### src/rtl/pulse_env_player.sv
// Pulse consumer: latches pulse fields on cstrobe, streams the envelope memory
// window and presents each sample with the parameters of the pulse that read it.
module pulse_env_player #(
  parameter int ENV_WIDTH      = 24,
  parameter int ENV_ADDR_WIDTH = 12,
  parameter int PHASE_WIDTH    = 17,
  parameter int FREQ_WIDTH     = 9,
  parameter int AMP_WIDTH      = 16,
  parameter int CFG_WIDTH      = 4,
  parameter int ENV_DATA_WIDTH = 32
) (
  input  logic                      clk,
  input  logic                      reset,
  input  logic                      cstrobe,
  input  logic [ENV_WIDTH-1:0]      env_word,
  input  logic [PHASE_WIDTH-1:0]    phase,
  input  logic [FREQ_WIDTH-1:0]     freq,
  input  logic [AMP_WIDTH-1:0]      amp,
  input  logic [CFG_WIDTH-1:0]      cfg,
  output logic                      env_rd_en,
  output logic [ENV_ADDR_WIDTH-1:0] env_addr,
  input  logic [ENV_DATA_WIDTH-1:0] env_data,
  output logic                      out_valid,
  output logic [ENV_DATA_WIDTH-1:0] out_env,
  output logic [PHASE_WIDTH-1:0]    out_phase,
  output logic [FREQ_WIDTH-1:0]     out_freq,
  output logic [AMP_WIDTH-1:0]      out_amp,
  output logic [CFG_WIDTH-1:0]      out_cfg,
  output logic                      busy,
  output logic                      pulse_done,
  output logic                      preempt
);

  localparam int LEN_W = ENV_WIDTH - ENV_ADDR_WIDTH;

  typedef enum logic {S_IDLE = 1'b0, S_PLAY = 1'b1} state_t;

  state_t                    state_q, state_d;
  logic [LEN_W-1:0]          cnt_q, cnt_d;
  logic                      done_q, done_d;
  logic                      preempt_q, preempt_d;

  logic [ENV_ADDR_WIDTH-1:0] start_q;
  logic [LEN_W-1:0]          len_q;
  logic [PHASE_WIDTH-1:0]    phase_q;
  logic [FREQ_WIDTH-1:0]     freq_q;
  logic [AMP_WIDTH-1:0]      amp_q;
  logic [CFG_WIDTH-1:0]      cfg_q;

  logic                      rd_q;
  logic [ENV_DATA_WIDTH-1:0] env_hold_q;
  logic [PHASE_WIDTH-1:0]    out_phase_q;
  logic [FREQ_WIDTH-1:0]     out_freq_q;
  logic [AMP_WIDTH-1:0]      out_amp_q;
  logic [CFG_WIDTH-1:0]      out_cfg_q;

  logic [LEN_W-1:0]          new_len;
  logic                      new_zero;
  logic                      last_rd;

  assign new_len  = env_word[ENV_WIDTH-1:ENV_ADDR_WIDTH];
  assign new_zero = (new_len == '0);
  assign last_rd  = (state_q == S_PLAY) && (cnt_q == len_q - LEN_W'(1));

  always_ff @(posedge clk or posedge reset) begin
    if (reset) begin
      state_q   <= S_IDLE;
      cnt_q     <= '0;
      done_q    <= 1'b0;
      preempt_q <= 1'b0;
    end else begin
      state_q   <= state_d;
      cnt_q     <= cnt_d;
      done_q    <= done_d;
      preempt_q <= preempt_d;
    end
  end

  // A cstrobe on the final read is a gapless hand-off, not an abort.
  always_comb begin
    state_d   = state_q;
    cnt_d     = cnt_q;
    done_d    = 1'b0;
    preempt_d = 1'b0;
    case (state_q)
      S_IDLE: begin
        if (cstrobe) begin
          done_d = new_zero;
          cnt_d  = '0;
          if (!new_zero) state_d = S_PLAY;
        end
      end
      S_PLAY: begin
        if (cstrobe) begin
          preempt_d = !last_rd;
          done_d    = last_rd | new_zero;
          cnt_d     = '0;
          state_d   = new_zero ? S_IDLE : S_PLAY;
        end else if (last_rd) begin
          done_d  = 1'b1;
          cnt_d   = '0;
          state_d = S_IDLE;
        end else begin
          cnt_d = cnt_q + LEN_W'(1);
        end
      end
      default: begin
        state_d = S_IDLE;
        cnt_d   = '0;
      end
    endcase
  end

  always_comb begin
    env_rd_en  = (state_q == S_PLAY);
    env_addr   = env_rd_en ? (start_q + ENV_ADDR_WIDTH'(cnt_q)) : '0;
    busy       = (state_q == S_PLAY);
    pulse_done = done_q;
    preempt    = preempt_q;
  end

  always_ff @(posedge clk or posedge reset) begin
    if (reset) begin
      start_q <= '0;
      len_q   <= '0;
      phase_q <= '0;
      freq_q  <= '0;
      amp_q   <= '0;
      cfg_q   <= '0;
    end else if (cstrobe) begin
      start_q <= env_word[ENV_ADDR_WIDTH-1:0];
      len_q   <= new_len;
      phase_q <= phase;
      freq_q  <= freq;
      amp_q   <= amp;
      cfg_q   <= cfg;
    end
  end

  // out_valid has no backpressure: a sample is consumed in the cycle it is valid.
  // Fields travel with the read so they match the data arriving one cycle later.
  always_ff @(posedge clk or posedge reset) begin
    if (reset) begin
      rd_q        <= 1'b0;
      env_hold_q  <= '0;
      out_phase_q <= '0;
      out_freq_q  <= '0;
      out_amp_q   <= '0;
      out_cfg_q   <= '0;
    end else begin
      rd_q <= env_rd_en;
      if (rd_q) env_hold_q <= env_data;
      if (env_rd_en) begin
        out_phase_q <= phase_q;
        out_freq_q  <= freq_q;
        out_amp_q   <= amp_q;
        out_cfg_q   <= cfg_q;
      end
    end
  end

  assign out_valid = rd_q;
  assign out_env   = rd_q ? env_data : env_hold_q;
  assign out_phase = out_phase_q;
  assign out_freq  = out_freq_q;
  assign out_amp   = out_amp_q;
  assign out_cfg   = out_cfg_q;

endmodule

### config.mk
export PLATFORM = sky130hd
export DESIGN_NAME = pulse_env_player
export DESIGN_NICKNAME = d
export VERILOG_FILES = /design/src/rtl/pulse_env_player.sv
export SDC_FILE = /design/constraint.sdc
export NUM_CORES = 1
export LEC_CHECK = 0
export CAP_MARGIN = 20
export CORE_ASPECT_RATIO = 2
export CORE_MARGIN = 4
export CORE_UTILIZATION = 48
export CTS_CLUSTER_DIAMETER = 30
export DETAILED_ROUTE_END_ITERATION = 7
export HOLD_SLACK_MARGIN = 0.08
export PLACE_DENSITY = 0.8
export SLEW_MARGIN = 30
export SYNTH_ARGS = -nofsm -noshare
export SYNTH_HDL_FRONTEND = slang
export SYNTH_SLANG_ARGS = --single-unit
### constraint.sdc
create_clock -name clk -period 5.7 [get_ports clk]
set_input_delay 0.57 -clock clk [delete_from_list [all_inputs] [get_ports clk]]
set_output_delay 0.57 -clock clk [all_outputs]
set_load 0.1 [all_outputs]
==> impl_metrics.env, run 1 <==
export IMPL_cts_setup_buffers=0
export IMPL_ctsHoldBuffers=0
export IMPL_die_y_um=183
export IMPL_status="completed"
export IMPL_irDropWorstVdd_uv=260
export IMPL_fin_tns_setup_ns=0
export IMPL_finish_utilization_pct=67.2
export IMPL_ios=200
export IMPL_ys_warnings_count=0
export IMPL_synth_area_top_cells="dfrtp_1, mux2_2, ha_1"
export IMPL_grt_max_degree=102
export IMPL_first_global_vias=5556
export IMPL_grt_setup_unrepaired="false"
export IMPL_die_area_um2=17400
export IMPL_switching_share_pct=35.4
export IMPL_power_switching_uw=1160
export IMPL_fin_crit_ns=4.82
export IMPL_clk_pin_slew_ns=0.07
export IMPL_tightest_slew_ns=1.05
export IMPL_leakagePower_uw=0.00417
export IMPL_min_period_over_period_pct=84.5
export IMPL_finClkSkew_ns=0.0128
export IMPL_synth_largest_area_cell="dfrtp_1"
export IMPL_drv_cap=0
export IMPL_start_util_pct=49.1
export IMPL_syn_nets=671
export IMPL_async_flop_share_pct=100
export IMPL_p_comb_share_pct=27.2
export IMPL_grt_pass1_wl_mm=28.3
export IMPL_postSynthAreaPerCell_um2=13.3
export IMPL_post_dp_hpwl_mm=13.3
export IMPL_nNetsFinal=863
export IMPL_end_kind="output pin"
export IMPL_hold_violations=0
export IMPL_yosysSeqAreaShare_pct=56.1
export IMPL_syn2layout_area_growth_pct=36.8
export IMPL_gp_congestion=0.843
export IMPL_critPathRequiredTime_ns=5.13
export IMPL_synthCells=552
export IMPL_clock_latency_ns=0.41
export IMPL_antenna_found_initial=2
export IMPL_critPathMaxFanout=6
export IMPL_rows=63
export IMPL_grt_overflow=0
export IMPL_clock_power_share_pct=32.3
export IMPL_vias_per_cell=5.39
export IMPL_max_freq_ghz=0.208
export IMPL_cts_htree_levels=4
export IMPL_coreArea_um2=14900
export IMPL_post_cts_resized=0
export IMPL_routedWlPerCell_um=18.8
export IMPL_timing_worst_setup_path_type="flop to output pin"
export IMPL_synth_top_area_share_pct=56.1
export IMPL_clockRootBuffer="clkbuf_16"
export IMPL_powerDensity_nw_per_um2=326
export IMPL_cts_buffers=17
export IMPL_drc=0
export IMPL_cts_tree="done"
export IMPL_dr_pass1_iters=4
export IMPL_worst_setup_path_start_kind="flop"
export IMPL_drv_slew=0
export IMPL_synth_distinct_cells=53
export IMPL_drive_gt1_share_pct=25.8
export IMPL_die_w_um=95.3
export IMPL_seqPwrFrac_pct=40.4
export IMPL_track_usage_pct=21.3
export IMPL_synth_edf_count=0
export IMPL_clockBufferDepth=2
export IMPL_timing_slew_headroom_pct=29.8
export IMPL_synth_flop_cell="dfrtp_1"
export IMPL_drt_initial_drc_count=161
export IMPL_arrival_ns=4.25
export IMPL_worstRegToRegCells=8
export IMPL_final_antenna_net_count=0
export IMPL_cts_sinks=164
export IMPL_drt_total_wl_mm=17.9
export IMPL_ys_ff_latch=164
export IMPL_io_buffers=199
export IMPL_holdPathStages=1
export IMPL_setup_violations=0
export IMPL_internal_power_uw=2110
export IMPL_synthesis_area_um2=7320
export IMPL_vias=5133
export IMPL_min_path_type="flop to flop"
## worst paths after layout
| path | from | to | slack (ns) |
|---|---|---|---|
| min reg2reg | env_hold_q[4] | env_hold_q[4] | 0.50 |
| min | env_hold_q[4] | env_hold_q[4] | 0.50 |
| max in group asynchronous | reset | phase_q[1] | 3.74 |
| max reg2reg | len_q[0] | cnt_q[5] | 2.71 |
| max | cnt_q[0] | env_addr[10] | 0.88 |
| min in group asynchronous | reset | env_hold_q[6] | 0.64 |
## cell usage after synthesis, drive strengths merged, types with 7 or more instances
| library cell | number |
|---|---|
| dfrtp | 164 |
| clkbuf | 21 |
| xor2 | 9 |
| nand2 | 22 |
| buf | 8 |
| mux2 | 147 |
| nor3 | 12 |
| inv | 8 |
| nor2 | 21 |
| xnor2 | 18 |
| a21oi | 11 |
| o21ai | 13 |
| nand3 | 7 |
| o21a | 7 |
| and3 | 8 |
| ha | 13 |
## registers in the layout, indices dropped and copies added (netlist names)
register and flops:
env_hold_q 32, out_phase 17, phase_q 17, amp_q 16
out_amp 16, cnt_q 12, len_q 12, start_q 12
freq_q 9, out_freq 9, cfg_q 4, out_cfg 4
busy 1, out_valid 1, preempt 1, pulse_done 1
## through the flow
step	setup slack (ns)	cell area, um^2	hold WS (ns)	power [uW]	instances
finish	0.884	10000	0.497	3270	952
global placement	1.35	9470	0.481	2220	920
detailed placement	1.32	9460	0.485	2240	920
floorplan	0.697	7320	0.475	1980	552
global route	0.664	10000	0.505	3390	952
CTS	0.878	10000	0.500	3300	950
## metal layers
metal | up-vias | share of wire [%] | GRT usage [%]
li1 | 2377 | - | -
met1 | 2584 | 33 | 21.4
met2 | 138 | 59 | 40.6
met3 | 34 | 4.6 | 4.50
met4 | 0 | 3.2 | 8.85
met5 | - | 0 | 0
## critical path: stages (launching register included)
cell and delay [ns]:
dfrtp_1 0.46, ha_1 0.26, fa_1 0.40, a21o_1 0.18, a21oi_1 0.28, o21ai_0 0.19
a2111oi_0 0.58, nor3_1 0.11, nor3_1 0.21, clkdlybuf4s50_1 1.17
## placed cells by master (no fill, tap or decap), types with 8 or more instances in the layout
master,n
dfrtp_1,162
nor2_1,21
and3_1,8
clkbuf_16,17
xor2_1,9
nor3_1,12
clkdlybuf4s50_1,197
o21ai_0,13
ha_1,13
xnor2_1,18
a21oi_1,11
nand2_1,22
mux2_2,147
## cell type report
class | count | area (um^2)
Clock inverter | 13 | 118
Sequential cell | 164 | 4110
Antenna cell | 2 | 5.00
Inverter | 9 | 41.3
Multi-Input combinational cell | 350 | 3070
Timing Repair Buffer | 202 | 2010
Clock buffer | 17 | 425
Fill cell | 1052 | 4890
Tap cell | 195 | 244
## power groups by stage
stage	Combinational (uW)	Sequential (uW)	Clock, uW
after floorplan	400	1580	0
after global placement	883	1340	0
after detailed placement	896	1340	0
after CTS	899	1320	1080
after global routing	928	1330	1130
final	890	1320	1060
## cell families after synthesis
kind of cell | share of synthesized area, %
flip-flops | 56.1
multiplexers | 22.6
AND/OR/NAND/NOR | 7.34
AO/OA/AOI/OAI | 6.21
buffers and inverters | 2.02
XOR/XNOR | 3.23
adder cells (fa/ha/maj) | 2.50
Note: power is estimated with default switching activity, not from simulation.
==> inputs of run 2 (changes only) <==
CORE_UTILIZATION = 44   (was 48)
PLACE_DENSITY = 0.77   (was 0.8)
clock period = 4.1 ns   (was 5.7 ns; I/O delays follow)
==> run 2 against run 1 <==
Against the previous run:
- via count rose by 0.37%
- non-clock buffer count rose by 2
- first-iteration DRC count rose by 8.7%
- clock skew fell by 0.0054 ns
- core utilization fell by 5.8 points
- power rose by 43%
- setup slack got worse by 0.52 ns
- register-to-register slack got worse by 1.6 ns
- critical endpoint unchanged
- highest routed layer unchanged
==> impl_metrics.env, run 2 (synthesis results as in run 1) <==
export IMPL_status="completed"
export IMPL_routedWlPerCell_um=19.0
export IMPL_post_dp_hpwl_mm=13.4
export IMPL_min_path_type="flop to flop"
export IMPL_clockBufferDepth=2
export IMPL_drc=0
export IMPL_critPathRequiredTime_ns=3.69
export IMPL_final_common_cell="dfrtp_1"
export IMPL_final_cell_mix="dfrtp_1, clkdlybuf4s50_1, mux2_2, buf_4, nand2_1"
export IMPL_top_register="env_hold_q"
export IMPL_grt_overflow=0
export IMPL_die_area_um2=18900
export IMPL_gp_congestion=0.842
export IMPL_timing_worst_setup_path_type="flop to output pin"
export IMPL_timing_slew_headroom_pct=31.1
export IMPL_min_period_over_period_pct=91.1
export IMPL_tightest_slew_ns=1.03
export IMPL_first_global_vias=5686
export IMPL_end_kind="output pin"
export IMPL_antenna_cells=0
export IMPL_drive_gt1_share_pct=31.3
export IMPL_powerDensity_nw_per_um2=467
export IMPL_drv_cap=0
export IMPL_grt_max_degree=90
export IMPL_fill_cells=1274
export IMPL_post_cts_resized=0
export IMPL_clock_latency_ns=0.42
export IMPL_rows=66
export IMPL_clk_pin_slew_ns=0.06
export IMPL_largest_register_ffs=32
export IMPL_dr_pass1_iters=4
export IMPL_worstRegToRegCells=6
export IMPL_track_usage_pct=19.8
export IMPL_ios=200
export IMPL_vias_per_cell=5.36
export IMPL_cts_sinks=164
export IMPL_fin_tns_setup_ns=0
export IMPL_worst_setup_path_start_kind="flop"
export IMPL_antenna_found_initial=0
export IMPL_syn2layout_area_growth_pct=36.6
export IMPL_final_antenna_net_count=0
export IMPL_timing_rr_start="len_q[0]"
export IMPL_die_y_um=190
export IMPL_setup_violations=0
export IMPL_fin_crit_ns=3.74
export IMPL_min_to="env_hold_q[23]"
export IMPL_cts_tree="done"
export IMPL_cts_htree_levels=4
export IMPL_max_freq_ghz=0.268
export IMPL_ff2ff_setup_slack_ns=1.10
export IMPL_irDropWorstVdd_uv=291
export IMPL_holdPathStages=1
export IMPL_clockRootBuffer="clkbuf_16"
export IMPL_finClkSkew_ns=0.00742
export IMPL_coreArea_um2=16300
export IMPL_cts_setup_buffers=0
export IMPL_critPathMaxFanout=6
export IMPL_hold_start="env_hold_q[23]"
export IMPL_drt_total_wl_mm=18.2
export IMPL_rr_endpoint="cnt_q[5]"
export IMPL_start_util_pct=45.0
export IMPL_drt_initial_drc_count=175
export IMPL_cts_buffers=17
export IMPL_hold_violations=0
export IMPL_grt_pass1_wl_mm=29.6
export IMPL_io_buffers=199
export IMPL_finish_utilization_pct=61.4
export IMPL_leakagePower_uw=0.00424
export IMPL_ctsHoldBuffers=0
export IMPL_grt_setup_unrepaired="false"
export IMPL_arrival_ns=3.33
export IMPL_vias=5152
export IMPL_nNetsFinal=865
export IMPL_drv_slew=0
export IMPL_die_w_um=99.2
## run 2: how the worst max path moves through the flow
stage,startpoint,end
final,cnt_q[0],env_addr[10]
after global routing,cnt_q[0],env_addr[10]
after CTS,cnt_q[0],env_addr[10]
after detailed placement,cnt_q[0],env_addr[10]
after global placement,cnt_q[0],env_addr[10]
after floorplan,cnt_q[0],env_addr[10]
## run 2: area by class of cell
cell class	instances	area (um^2)	share of cell area, %
Inverter	9	37.5	0.376
Sequential cell	164	4110	41.1
Timing Repair Buffer	204	1930	19.3
Clock buffer	19	433	4.33
Multi-Input combinational cell	350	3070	30.7
Tap cell	204	255	2.55
Clock inverter	12	158	1.58
## run 2: metrics by stage
stage               hold slack [ns]  std cells  power [uW]  setup WS, ns  cell area, um^2
floorplan                     0.475        552        2750         0.344             7330
global placement              0.479        931        3070         0.770             9390
detailed placement            0.487        931        3100         0.768             9400
CTS                           0.501        962        4720         0.312             9990
global route                  0.512        962        4850        0.0356             9990
finish                        0.498        962        4670         0.363             9990
## run 2: report_power, final
part / total, uW / leakage (uW) / internal (uW) / switching [uW]
sequential: 1840 / 0.00194 / 1750 / 82.0
clock: 1600 / 0.000279 / 957 / 641
combinational: 1230 / 0.00202 / 380 / 853
## run 2: routing by layer
metal | wire length [um] | global-route usage, % | part of all wire [%]
met1 | 6290 | 20.6 | 34
met2 | 10500 | 37.5 | 58
met3 | 973 | 4.39 | 5.3
met4 | 483 | 8.26 | 2.6
met5 | 0 | 0 | 0
## run 2: worst max-delay path: stages (launching register included)
cell and delay (ns):
dfrtp_1 0.45, ha_1 0.26, fa_1 0.40, a21o_1 0.18, a21oi_1 0.26, o21ai_0 0.20
a2111oi_0 0.53, nor3_1 0.12, nor3_2 0.18, buf_4 0.32
==> inputs of run 3 (changes only) <==
PLACE_DENSITY = 0.89   (was 0.77)
==> run 3 against run 2 <==
Against the previous run:
- die area stayed put
- flip-flop and latch count stayed put
- sequential power hardly changed
- power is 1.5% lower
- wire length is 1.6% higher
- maximum frequency is 0.88% lower
- clock-buffer cell count is 6 higher
- sequential share of layout area hardly changed
- largest power group unchanged
- critical path depth is 1 lower
==> impl_metrics.env, run 3 (synthesis results as in run 1) <==
export IMPL_setup_violations=0
export IMPL_timing_slew_headroom_pct=30.3
export IMPL_worst_setup_path_start_kind="flop"
export IMPL_track_usage_pct=20.5
export IMPL_drt_total_wl_mm=18.5
export IMPL_end_kind="output pin"
export IMPL_hold_violations=0
export IMPL_final_common_cell="dfrtp_1"
export IMPL_cts_setup_buffers=0
export IMPL_multiInputGateArea_um2=3070
export IMPL_fin_crit_ns=3.77
export IMPL_drt_initial_drc_count=126
export IMPL_fin_tns_setup_ns=0
export IMPL_antenna_found_initial=0
export IMPL_cts_tree="done"
export IMPL_critPathRequiredTime_ns=3.69
export IMPL_finalWorstSetupSlack_ns=0.330
export IMPL_irDropWorstVdd_uv=373
export IMPL_tightest_slew_ns=1.04
export IMPL_pre_cts_ws_ns=0.679
export IMPL_die_area_um2=18900
export IMPL_cts_sinks=164
export IMPL_clock_latency_ns=0.41
export IMPL_largest_register_ffs=32
export IMPL_grt_pass1_wl_mm=29.9
export IMPL_vias=5170
export IMPL_ios=200
export IMPL_timing_worst_setup_path_type="flop to output pin"
export IMPL_powerDensity_nw_per_um2=460
export IMPL_final_cell_mix="dfrtp_1, clkdlybuf4s50_1, mux2_2, buf_4, nand2_1"
export IMPL_design_power_total_uw=4600
export IMPL_gp_congestion=0.821
export IMPL_dr_pass1_iters=4
export IMPL_grt_overflow=0
export IMPL_grt_setup_unrepaired="false"
export IMPL_vias_per_cell=5.36
export IMPL_drv_slew=0
export IMPL_max_freq_ghz=0.265
export IMPL_status="completed"
export IMPL_top_register="env_hold_q"
export IMPL_nNetsFinal=866
export IMPL_start_util_pct=45.0
export IMPL_post_dp_hpwl_mm=13.5
export IMPL_routedWlPerCell_um=19.2
export IMPL_io_buffers=199
export IMPL_clk_pin_slew_ns=0.06
export IMPL_coreArea_um2=16300
export IMPL_rows=66
export IMPL_cts_htree_levels=4
export IMPL_drc=0
export IMPL_min_period_over_period_pct=92.0
export IMPL_die_y_um=190
export IMPL_grt_max_degree=145
export IMPL_min_path_type="input port to asynchronous set/reset pin"
export IMPL_die_w_um=99.2
export IMPL_hold_ws_ns=0.393
export IMPL_area_sequential_um2=4110
export IMPL_final_antenna_net_count=0
export IMPL_arrival_ns=3.36
export IMPL_critPathMaxFanout=6
export IMPL_leakagePower_uw=0.00425
export IMPL_cts_buffers=17
export IMPL_drive_gt1_share_pct=31.2
export IMPL_antenna_cells=0
export IMPL_clockBufferDepth=2
export IMPL_clockRootBuffer="clkbuf_16"
export IMPL_drv_cap=0
export IMPL_finish_utilization_pct=61.4
export IMPL_fill_cells=1257
export IMPL_finClkSkew_ns=0.00731
export IMPL_syn2layout_area_growth_pct=36.6
export IMPL_first_global_vias=5760
-- run 3: final cells by class --
cell class	count	share of cell area, %
clock buffers	25	4.96
clock inverters	7	0.726
inverters	9	0.376
multi-input cells	350	30.7
flip-flops and latches	164	41.1
well taps	204	2.55
repair buffers	205	19.6
-- run 3: worst paths after layout --
check	startpoint	to	slack (ns)	cells past startpoint
max reg2reg	len_q[2]	cnt_q[11]	1.27	7
max in group asynchronous	reset	cfg_q[3]	2.58	3
min reg2reg	env_hold_q[16]	env_hold_q[16]	0.49	1
min	reset	env_hold_q[15]	0.39	2
min in group clk	env_hold_q[16]	env_hold_q[16]	0.49	1
max	cnt_q[1]	env_addr[11]	0.33	8
-- run 3: through the flow --
stage | instance area, um^2 | cells
finish | 10000 | 964
global route | 10000 | 964
CTS | 9990 | 964
detailed placement | 9430 | 932
global placement | 9420 | 932
floorplan | 7330 | 552
-- run 3: worst max-delay path: stages, from the launching register on --
cell,delay [ns]
dfrtp_1,0.46
ha_1,0.32
a21o_1,0.17
a21oi_1,0.35
o21ai_0,0.21
a211o_1,0.36
a2111oi_0,0.56
a311o_1,0.21
buf_4,0.30
-- run 3: timing repair --
item	4_1_cts	5_1_grt
setup endpoints to repair	0	1
hold buffers	0	0
gates resized for setup	0	1
-- run 3: where the power goes --
| part | switching [uW] | internal [uW] | leakage, uW |
|---|---|---|---|
| Combinational | 855 | 383 | 0.00204 |
| Clock | 623 | 901 | 0.000273 |
| Sequential | 82.3 | 1750 | 0.00194 |
-- run 3: layer usage --
metal / wire [um] / track usage, %
met2: 10800 / 39.1
met4: 814 / 10.6
met1: 6180 / 20.0
met5: 0 / 0
met3: 729 / 4.50
